==> src/rtl/alu_operand_aligner_if.sv <==
// Command bus between the ALU stimulus driver and the operand aligner, plus
// the aligned issue port toward the execution core.
interface alu_operand_aligner_if #(
    parameter int WIDTH  = 8,
    parameter int CWIDTH = 4
);
    // Request side. A command is presented whenever inp_valid != 0 and ce = 1;
    // the aligner has no back-pressure, so every such sample is consumed.
    logic              ce;
    logic              mode;
    logic [CWIDTH-1:0] cmd;
    logic [1:0]        inp_valid;
    logic [WIDTH-1:0]  opa;
    logic [WIDTH-1:0]  opb;
    logic              cin;

    // Issue side: issue_valid and err are one-cycle strobes, never both high.
    logic              issue_valid;
    logic              issue_mode;
    logic [CWIDTH-1:0] issue_cmd;
    logic              issue_cin;
    logic [WIDTH-1:0]  issue_opa;
    logic [WIDTH-1:0]  issue_opb;
    logic              err;
    logic              busy;
    logic [1:0]        state_dbg;

    modport master (
        output ce, mode, cmd, inp_valid, opa, opb, cin,
        input  issue_valid, issue_mode, issue_cmd, issue_cin,
               issue_opa, issue_opb, err, busy, state_dbg
    );

    modport slave (
        input  ce, mode, cmd, inp_valid, opa, opb, cin,
        output issue_valid, issue_mode, issue_cmd, issue_cin,
               issue_opa, issue_opb, err, busy, state_dbg
    );
endinterface

==> src/rtl/alu_operand_aligner.sv <==
// Collects operands that may arrive in different cycles and emits one aligned
// operation issue per command, or an error strobe for illegal/timed-out commands.
module alu_operand_aligner #(
    parameter int WIDTH   = 8,
    parameter int CWIDTH  = 4,
    parameter int TIMEOUT = 16
) (
    input  logic                  clk,
    input  logic                  rst,
    alu_operand_aligner_if.slave  bus
);
    typedef enum logic [1:0] {
        S_IDLE   = 2'd0,
        S_WAIT_A = 2'd1,
        S_WAIT_B = 2'd2
    } state_t;

    localparam logic [4:0] TIMEOUT_CNT = 5'(TIMEOUT);

    state_t            r_state;
    state_t            w_next_state;
    logic [4:0]        r_cnt;
    logic [4:0]        w_cnt_next;

    logic [WIDTH-1:0]  r_cap_opa, r_cap_opb, w_cap_opa, w_cap_opb;
    logic [CWIDTH-1:0] r_cap_cmd, w_cap_cmd;
    logic              r_cap_mode, r_cap_cin, w_cap_mode, w_cap_cin;

    logic              r_issue_valid, r_err;
    logic              r_issue_mode, r_issue_cin;
    logic [CWIDTH-1:0] r_issue_cmd;
    logic [WIDTH-1:0]  r_issue_opa, r_issue_opb;

    logic              w_issue, w_err;
    logic              w_iss_mode, w_iss_cin;
    logic [CWIDTH-1:0] w_iss_cmd;
    logic [WIDTH-1:0]  w_iss_opa, w_iss_opb;

    logic              w_need_a, w_need_b, w_illegal;
    logic [31:0]       w_cmd_ext;

    assign w_cmd_ext = 32'(bus.cmd);

    // Operand need of the command on the bus; only consulted in IDLE.
    always_comb begin
        w_need_a  = 1'b0;
        w_need_b  = 1'b0;
        w_illegal = 1'b0;
        if (bus.mode) begin
            case (w_cmd_ext)
                32'd4, 32'd5: w_need_a = 1'b1;
                32'd6, 32'd7: w_need_b = 1'b1;
                32'd0, 32'd1, 32'd2, 32'd3, 32'd8, 32'd9, 32'd10: begin
                    w_need_a = 1'b1;
                    w_need_b = 1'b1;
                end
                default: w_illegal = 1'b1;
            endcase
        end else begin
            case (w_cmd_ext)
                32'd6, 32'd8, 32'd10: w_need_a = 1'b1;
                32'd7, 32'd9, 32'd11: w_need_b = 1'b1;
                32'd0, 32'd1, 32'd2, 32'd3, 32'd4, 32'd5, 32'd12, 32'd13: begin
                    w_need_a = 1'b1;
                    w_need_b = 1'b1;
                end
                default: w_illegal = 1'b1;
            endcase
        end
    end

    always_comb begin
        w_next_state = r_state;
        w_cnt_next   = r_cnt;
        w_issue      = 1'b0;
        w_err        = 1'b0;
        w_iss_opa    = r_cap_opa;
        w_iss_opb    = r_cap_opb;
        w_iss_cmd    = r_cap_cmd;
        w_iss_mode   = r_cap_mode;
        w_iss_cin    = r_cap_cin;
        w_cap_opa    = r_cap_opa;
        w_cap_opb    = r_cap_opb;
        w_cap_cmd    = r_cap_cmd;
        w_cap_mode   = r_cap_mode;
        w_cap_cin    = r_cap_cin;

        case (r_state)
            S_IDLE: begin
                w_iss_cmd  = bus.cmd;
                w_iss_mode = bus.mode;
                w_iss_cin  = bus.cin;
                w_iss_opa  = w_need_a ? bus.opa : '0;
                w_iss_opb  = w_need_b ? bus.opb : '0;
                if (bus.inp_valid != 2'b00) begin
                    if (w_illegal) begin
                        w_err = 1'b1;
                    end else if (w_need_a && w_need_b) begin
                        if (bus.inp_valid == 2'b11) begin
                            w_issue = 1'b1;
                        end else begin
                            // First half of a split command: park it and wait.
                            w_cap_cmd  = bus.cmd;
                            w_cap_mode = bus.mode;
                            w_cap_cin  = bus.cin;
                            w_cap_opa  = bus.inp_valid[0] ? bus.opa : '0;
                            w_cap_opb  = bus.inp_valid[1] ? bus.opb : '0;
                            w_cnt_next = '0;
                            w_next_state = bus.inp_valid[0] ? S_WAIT_B : S_WAIT_A;
                        end
                    end else if ((w_need_a && bus.inp_valid[0]) ||
                                 (w_need_b && bus.inp_valid[1])) begin
                        w_issue = 1'b1;
                    end else begin
                        w_err = 1'b1;
                    end
                end
            end
            S_WAIT_A, S_WAIT_B: begin
                if (r_state == S_WAIT_A) w_iss_opa = bus.opa;
                else                     w_iss_opb = bus.opb;
                if ((r_state == S_WAIT_A) ? bus.inp_valid[0] : bus.inp_valid[1]) begin
                    w_issue = 1'b1;
                end else begin
                    w_cnt_next = r_cnt + 5'd1;
                    // An operand on the last waiting cycle wins over the timeout.
                    if (w_cnt_next == TIMEOUT_CNT) w_err = 1'b1;
                end
                if (w_issue || w_err) begin
                    w_next_state = S_IDLE;
                    w_cnt_next   = '0;
                    w_cap_opa    = '0;
                    w_cap_opb    = '0;
                    w_cap_cmd    = '0;
                    w_cap_mode   = 1'b0;
                    w_cap_cin    = 1'b0;
                end
            end
            default: begin
                w_next_state = S_IDLE;
                w_cnt_next   = '0;
            end
        endcase
    end

    always_ff @(posedge clk or negedge rst) begin
        if (!rst) begin
            r_state <= S_IDLE;
        end else if (bus.ce) begin
            r_state <= w_next_state;
        end
    end

    always_ff @(posedge clk or negedge rst) begin
        if (!rst) begin
            r_cnt         <= '0;
            r_cap_opa     <= '0;
            r_cap_opb     <= '0;
            r_cap_cmd     <= '0;
            r_cap_mode    <= 1'b0;
            r_cap_cin     <= 1'b0;
            r_issue_valid <= 1'b0;
            r_err         <= 1'b0;
            r_issue_mode  <= 1'b0;
            r_issue_cin   <= 1'b0;
            r_issue_cmd   <= '0;
            r_issue_opa   <= '0;
            r_issue_opb   <= '0;
        end else if (!bus.ce) begin
            r_issue_valid <= 1'b0;
            r_err         <= 1'b0;
        end else begin
            r_cnt         <= w_cnt_next;
            r_cap_opa     <= w_cap_opa;
            r_cap_opb     <= w_cap_opb;
            r_cap_cmd     <= w_cap_cmd;
            r_cap_mode    <= w_cap_mode;
            r_cap_cin     <= w_cap_cin;
            r_issue_valid <= w_issue;
            r_err         <= w_err;
            if (w_issue) begin
                r_issue_mode <= w_iss_mode;
                r_issue_cin  <= w_iss_cin;
                r_issue_cmd  <= w_iss_cmd;
                r_issue_opa  <= w_iss_opa;
                r_issue_opb  <= w_iss_opb;
            end
        end
    end

    assign bus.issue_valid = r_issue_valid;
    assign bus.err         = r_err;
    assign bus.issue_mode  = r_issue_mode;
    assign bus.issue_cin   = r_issue_cin;
    assign bus.issue_cmd   = r_issue_cmd;
    assign bus.issue_opa   = r_issue_opa;
    assign bus.issue_opb   = r_issue_opb;
    assign bus.busy        = (r_state != S_IDLE);
    assign bus.state_dbg   = r_state;
endmodule
==> src/flat_wrapper.sv <==
// flat-port wrapper written by rule: the top's interface ports become plain ports
module alu_operand_aligner_flat 
#(
    parameter int WIDTH   = 8,
    parameter int CWIDTH  = 4,
    parameter int TIMEOUT = 16
)
  (clk, rst, bus_ce, bus_mode, bus_cmd, bus_inp_valid, bus_opa, bus_opb, bus_cin, bus_issue_valid, bus_issue_mode, bus_issue_cmd, bus_issue_cin, bus_issue_opa, bus_issue_opb, bus_err, bus_busy, bus_state_dbg);
  alu_operand_aligner_if #(.WIDTH(WIDTH), .CWIDTH(CWIDTH)) bus_i ();
  input  logic clk;
  input  logic rst;
  input wire logic [$bits(bus_i.ce)-1:0] bus_ce;
  input wire logic [$bits(bus_i.mode)-1:0] bus_mode;
  input wire logic [$bits(bus_i.cmd)-1:0] bus_cmd;
  input wire logic [$bits(bus_i.inp_valid)-1:0] bus_inp_valid;
  input wire logic [$bits(bus_i.opa)-1:0] bus_opa;
  input wire logic [$bits(bus_i.opb)-1:0] bus_opb;
  input wire logic [$bits(bus_i.cin)-1:0] bus_cin;
  output wire logic [$bits(bus_i.issue_valid)-1:0] bus_issue_valid;
  output wire logic [$bits(bus_i.issue_mode)-1:0] bus_issue_mode;
  output wire logic [$bits(bus_i.issue_cmd)-1:0] bus_issue_cmd;
  output wire logic [$bits(bus_i.issue_cin)-1:0] bus_issue_cin;
  output wire logic [$bits(bus_i.issue_opa)-1:0] bus_issue_opa;
  output wire logic [$bits(bus_i.issue_opb)-1:0] bus_issue_opb;
  output wire logic [$bits(bus_i.err)-1:0] bus_err;
  output wire logic [$bits(bus_i.busy)-1:0] bus_busy;
  output wire logic [$bits(bus_i.state_dbg)-1:0] bus_state_dbg;
  assign bus_i.ce = bus_ce;
  assign bus_i.mode = bus_mode;
  assign bus_i.cmd = bus_cmd;
  assign bus_i.inp_valid = bus_inp_valid;
  assign bus_i.opa = bus_opa;
  assign bus_i.opb = bus_opb;
  assign bus_i.cin = bus_cin;
  assign bus_issue_valid = bus_i.issue_valid;
  assign bus_issue_mode = bus_i.issue_mode;
  assign bus_issue_cmd = bus_i.issue_cmd;
  assign bus_issue_cin = bus_i.issue_cin;
  assign bus_issue_opa = bus_i.issue_opa;
  assign bus_issue_opb = bus_i.issue_opb;
  assign bus_err = bus_i.err;
  assign bus_busy = bus_i.busy;
  assign bus_state_dbg = bus_i.state_dbg;
  alu_operand_aligner #(.WIDTH(WIDTH), .CWIDTH(CWIDTH), .TIMEOUT(TIMEOUT)) u_core (.clk(clk), .rst(rst), .bus(bus_i));
endmodule
==> config.mk <==
export PLATFORM = sky130hd
export DESIGN_NAME = alu_operand_aligner_flat
export DESIGN_NICKNAME = d
export VERILOG_FILES = /design/src/rtl/alu_operand_aligner_if.sv /design/src/rtl/alu_operand_aligner.sv /design/src/flat_wrapper.sv
export SDC_FILE = /design/constraint.sdc
export NUM_CORES = 1
export LEC_CHECK = 0
export CAP_MARGIN = 20
export CORE_UTILIZATION = 45
export CTS_BUF_LIST = sky130_fd_sc_hd__clkbuf_8 sky130_fd_sc_hd__clkbuf_16
export DETAILED_ROUTE_END_ITERATION = 12
export HOLD_SLACK_MARGIN = 0.05
export PLACE_DENSITY = 0.7
export SLEW_MARGIN = 20
export SYNTH_ARGS = -nofsm -noshare
export SYNTH_HDL_FRONTEND = slang
export SYNTH_SLANG_ARGS = --single-unit
==> constraint.sdc <==
create_clock -name clk -period 2.36 [get_ports clk]
set_clock_uncertainty 0.2 [all_clocks]
set_input_delay 0.472 -clock clk [delete_from_list [all_inputs] [get_ports clk]]
set_output_delay 0.472 -clock clk [all_outputs]
set_load 0.1 [all_outputs]
==> impl_metrics.py <==
metrics = {
    "route": {
        "ant_nets": 0,
        "route.detailed.wl_per_inst_um": 15.9,
        "drcViolationCount": 0,
        "num_vias": 2410,
        "post_drt_via_cell_ratio": 5.60,
        "drt_iter0_markers": 187,
        "dr.pass1.iters": 6,
        "postRouteWirelength_mm": 6.85,
    },
    "timing": {
        "report.final.setup_viol": 0,
        "unrepaired_setup_endpoints_after_global_routing": "no",
        "hold_viol": 0,
        "setup-tns-final_ns": 0,
        "worst_slew_pin_slew_ns": 0.499,
        "final.period_utilization_pct": 96.7,
        "final.hold.worst_slack_ns": 0.304,
        "achievable-frequency_mhz": 438,
        "post-route-min-period_ns": 2.28,
        "max-slew-margin-rel_pct": 66.7,
        "finalWorstSetupSlack_ns": 0.0775,
        "timing.final.max_slew_violations": 0,
    },
    "global_route": {
        "maximum_number_of_pins_on_one_net_before_global_route_repair": 30,
        "grt_antenna_before_repair": 0,
        "global_route_wire_length_before_repair_mm": 11.2,
        "grt_usage_pct": 21.6,
        "first_global_vias": 2344,
        "global_route.overflow_total": 0,
    },
    "clock_network": {
        "clock-root-buffer": "sky130_fd_sc_hd__clkbuf_8",
        "cts_tree": "yes",
        "cts-buffers-inserted": 5,
        "cts.clk_slew.worst_paths_ns": 0.10,
        "clk_path_buf_depth": 2,
        "worst_skew_pair.late_latency_ns": 0.31,
        "clkSinkCount": 53,
        "htree_levels": 2,
    },
    "setup_path": {
        "timing_worst_setup_path_type": "input port to flip-flop",
        "critical_path.cell_chain": "clkdlybuf4s50_1, nor2b_1, o21ba_1, o31ai_1, a21oi_2, buf_4, mux2_1",
        "cp.required_ns": 2.35,
        "startpoint_class": "input port",
        "worst_r2r_path_depth": 7,
        "worstSetupEndpointType": "flip-flop",
        "cp.arrival_ns": 2.28,
        "worstReg2RegEnd": "u_core.bus.issue_cmd[0]",
        "regToRegStartpoint": "u_core.bus.state_dbg[0]",
        "r2r_slack_ns": 0.15,
        "worstPathMaxFanout": 5,
        "cell_with_the_largest_stage_delay_on_the_worst_path": "sky130_fd_sc_hd__clkdlybuf4s50_1",
        "critical-path-max-stage-delay_ns": 0.49,
    },
    "die": {
        "design.core.area_mm2": 0.00606,
        "die-area_mm2": 0.00677,
        "core.rowCount": 28,
        "effective_utilization_at_floorplan_pct": 47.8,
        "fp.dieW_um": 82.3,
        "floorplan.die.height_um": 82.3,
        "floorplan.io_pins": 54,
    },
    "min_path": {
        "worst_hold_path_type": "flip-flop to flip-flop",
        "worstHoldPathCells": 1,
        "timing.hold.worst_endpoint": "u_core.r_cap_cin",
        "hold_path_startpoint": "u_core.r_cap_cin",
    },
    "placed_design": {
        "preCtsSetupSlack_ns": -0.256,
        "detailed_place_hpwl_mm": 5.02,
        "post-place-cells": 421,
        "globalplace.congestion": 0.975,
        "post_place_instance_area_mm2": 0.00369,
        "number_of_input_and_output_port_buffers_inserted": 53,
    },
    "synth": {
        "ys_top_cells_by_area": "sky130_fd_sc_hd__dfrtp_1 46%, sky130_fd_sc_hd__a22o_1 7.3%, sky130_fd_sc_hd__mux2i_1 5.5%",
        "synth.ff_latch_count": 53,
        "synth_area_per_cell_um2": 10.5,
        "synth-warning-count": 0,
        "synth_sequential_area_ratio_pct": 45.7,
        "post_syn_area_mm2": 0.00290,
        "yosysTopAreaCellShare_pct": 45.7,
        "synth_top_area_cell": "sky130_fd_sc_hd__dfrtp_1",
        "synth_cells": 275,
        "synth_fp_nets": 307,
        "synth.distinct_cells": 48,
    },
    "job": {
        "cap_viol_max_count": 0,
    },
    "final_layout": {
        "antenna_cells": 0,
        "final_layout_size_suffix_gt1_share_pct": 26.2,
        "syn2layout_area_growth_pct": 30.7,
        "final_nets": 386,
        "layoutNonFillerInstCount": 430,
        "design_area_mm2": 0.00379,
    },
    "power": {
        "ir_drop_v": 0.00109,
        "powerDensity_mw_per_mm2": 1440,
        "leakagePower_nw": 1.85,
    },
    "run_status": {
        "status": "finished clean",
    },
}
-- worst max path at each step --
stage | startpoint | endpoint | slack (ns) | cells past startpoint
final | bus_cmd[2] | u_core.bus.issue_cmd[0] | 0.08 | 7
after global routing | bus_cmd[2] | u_core.r_cap_opa[1] | 0.001 | 8
after CTS | bus_mode | u_core.bus.issue_opa[4] | 0.08 | 9
after detailed placement | bus_mode | u_core.bus.issue_opa[4] | -0.26 | 9
after global placement | bus_cmd[2] | u_core.bus.issue_cmd[0] | -0.24 | 7
after floorplan | u_core.bus.state_dbg[1] | u_core.bus.issue_opb[4] | 0.001 | 8
-- flip-flops by register name, indices dropped and copies added, names as in the netlist, 2 cells and up --
signal,flops
u_core.bus.issue_opa,8
u_core.bus.issue_opb,8
u_core.r_cap_opa,8
u_core.r_cap_opb,8
u_core.r_cnt,5
u_core.bus.issue_cmd,4
u_core.r_cap_cmd,4
u_core.bus.state_dbg,2
-- cell usage after synthesis, drive strengths merged --
library cell / number
dfrtp: 53
inv: 29
a22o: 24
mux2i: 16
nand2: 15
mux2: 13
a21oi: 12
o21ai: 12
a222oi: 11
buf: 11
nor2: 7
nor2b: 7
clkbuf: 6
ha: 5
a21o: 4
a221o: 4
and3: 4
nand3: 4
o2bb2ai: 4
and2: 3
nand2b: 3
nor3b: 3
o22ai: 3
o211ai: 2
o31ai: 2
xnor2: 2
a21boi: 1
a2bb2oi: 1
a31o: 1
a31oi: 1
a41o: 1
a41oi: 1
and4: 1
nand4: 1
nor3: 1
nor4: 1
o2111ai: 1
o21ba: 1
o31a: 1
o41ai: 1
or3: 1
xor2: 1
-- per-stage QoR --
step                      total power, mW  utilization (%)
final                                5.45             62.5
after global routing                 5.75             62.5
after CTS                            5.48             62.5
after detailed placement             4.94             60.8
after global placement               4.89             60.8
after floorplan                      4.02                -
-- cell usage in the layout (no fill, tap or decap), drive strengths merged, types with 2 or more instances in the layout --
master,n
and2,3
xnor2,2
clkinvlp,2
o211ai,2
o21ai,12
mux2,13
clkbuf,5
o31ai,2
dfrtp,53
a21oi,12
nor2b,7
nor3b,3
a22o,24
a222oi,11
mux2i,16
a21o,4
buf,63
o2bb2ai,4
nand3,4
and3,4
clkdlybuf4s50,24
nor2,7
nand2,15
ha,5
a221o,4
nand2b,3
inv,29
o22ai,3
-- final cells by class --
type / count / area [um^2]
clock inverter: 3 / 21.3
tap: 75 / 93.8
multi-input combinational: 176 / 1380
sequential: 53 / 1330
fill: 509 / 2270
timing repair buffer: 89 / 783
clock buffer: 5 / 68.8
inverter: 29 / 113
-- layer usage --
layer  track usage (%)  vias up  part of all wire, %
met5                 0        -                    0
met4              5.61        0                 0.69
li1                  -     1170                    -
met1              30.9     1173                   48
met2              33.9       63                   47
met3              3.41        4                  4.3
-- cells by family after synthesis --
| family | after synthesis | share of synthesized area (%) |
|---|---|---|
| adder cells (fa/ha/maj) | 5 | 2.16 |
| flip-flops | 53 | 45.7 |
| AO/OA/AOI/OAI | 88 | 24.1 |
| buffers and inverters | 46 | 6.95 |
| multiplexers | 29 | 10.6 |
| XOR/XNOR | 3 | 0.907 |
| AND/OR/NAND/NOR | 51 | 9.58 |
-- worst max-delay path: cells and delay by family --
kind	cells	cell delay, ns
multiplexers	1	0.31
AND/OR/NAND/NOR	1	0.18
AO/OA/AOI/OAI	3	0.64
buffers and inverters	2	0.66
-- where the power goes --
group	leakage (nW)	switching (mW)	internal (mW)
logic	1.10	2.35	1.12
registers	0.697	0.210	1.25
clock network	0.0445	0.318	0.212
-- what timing repair did --
item	in CTS	in global routing
setup endpoints to repair	0	10
resized for setup	0	1
hold buffers	1	0
endpoints found under the hold margin	53	0
buffers inserted	0	0
No activity file was read; power rests on OpenSTA's default activity.
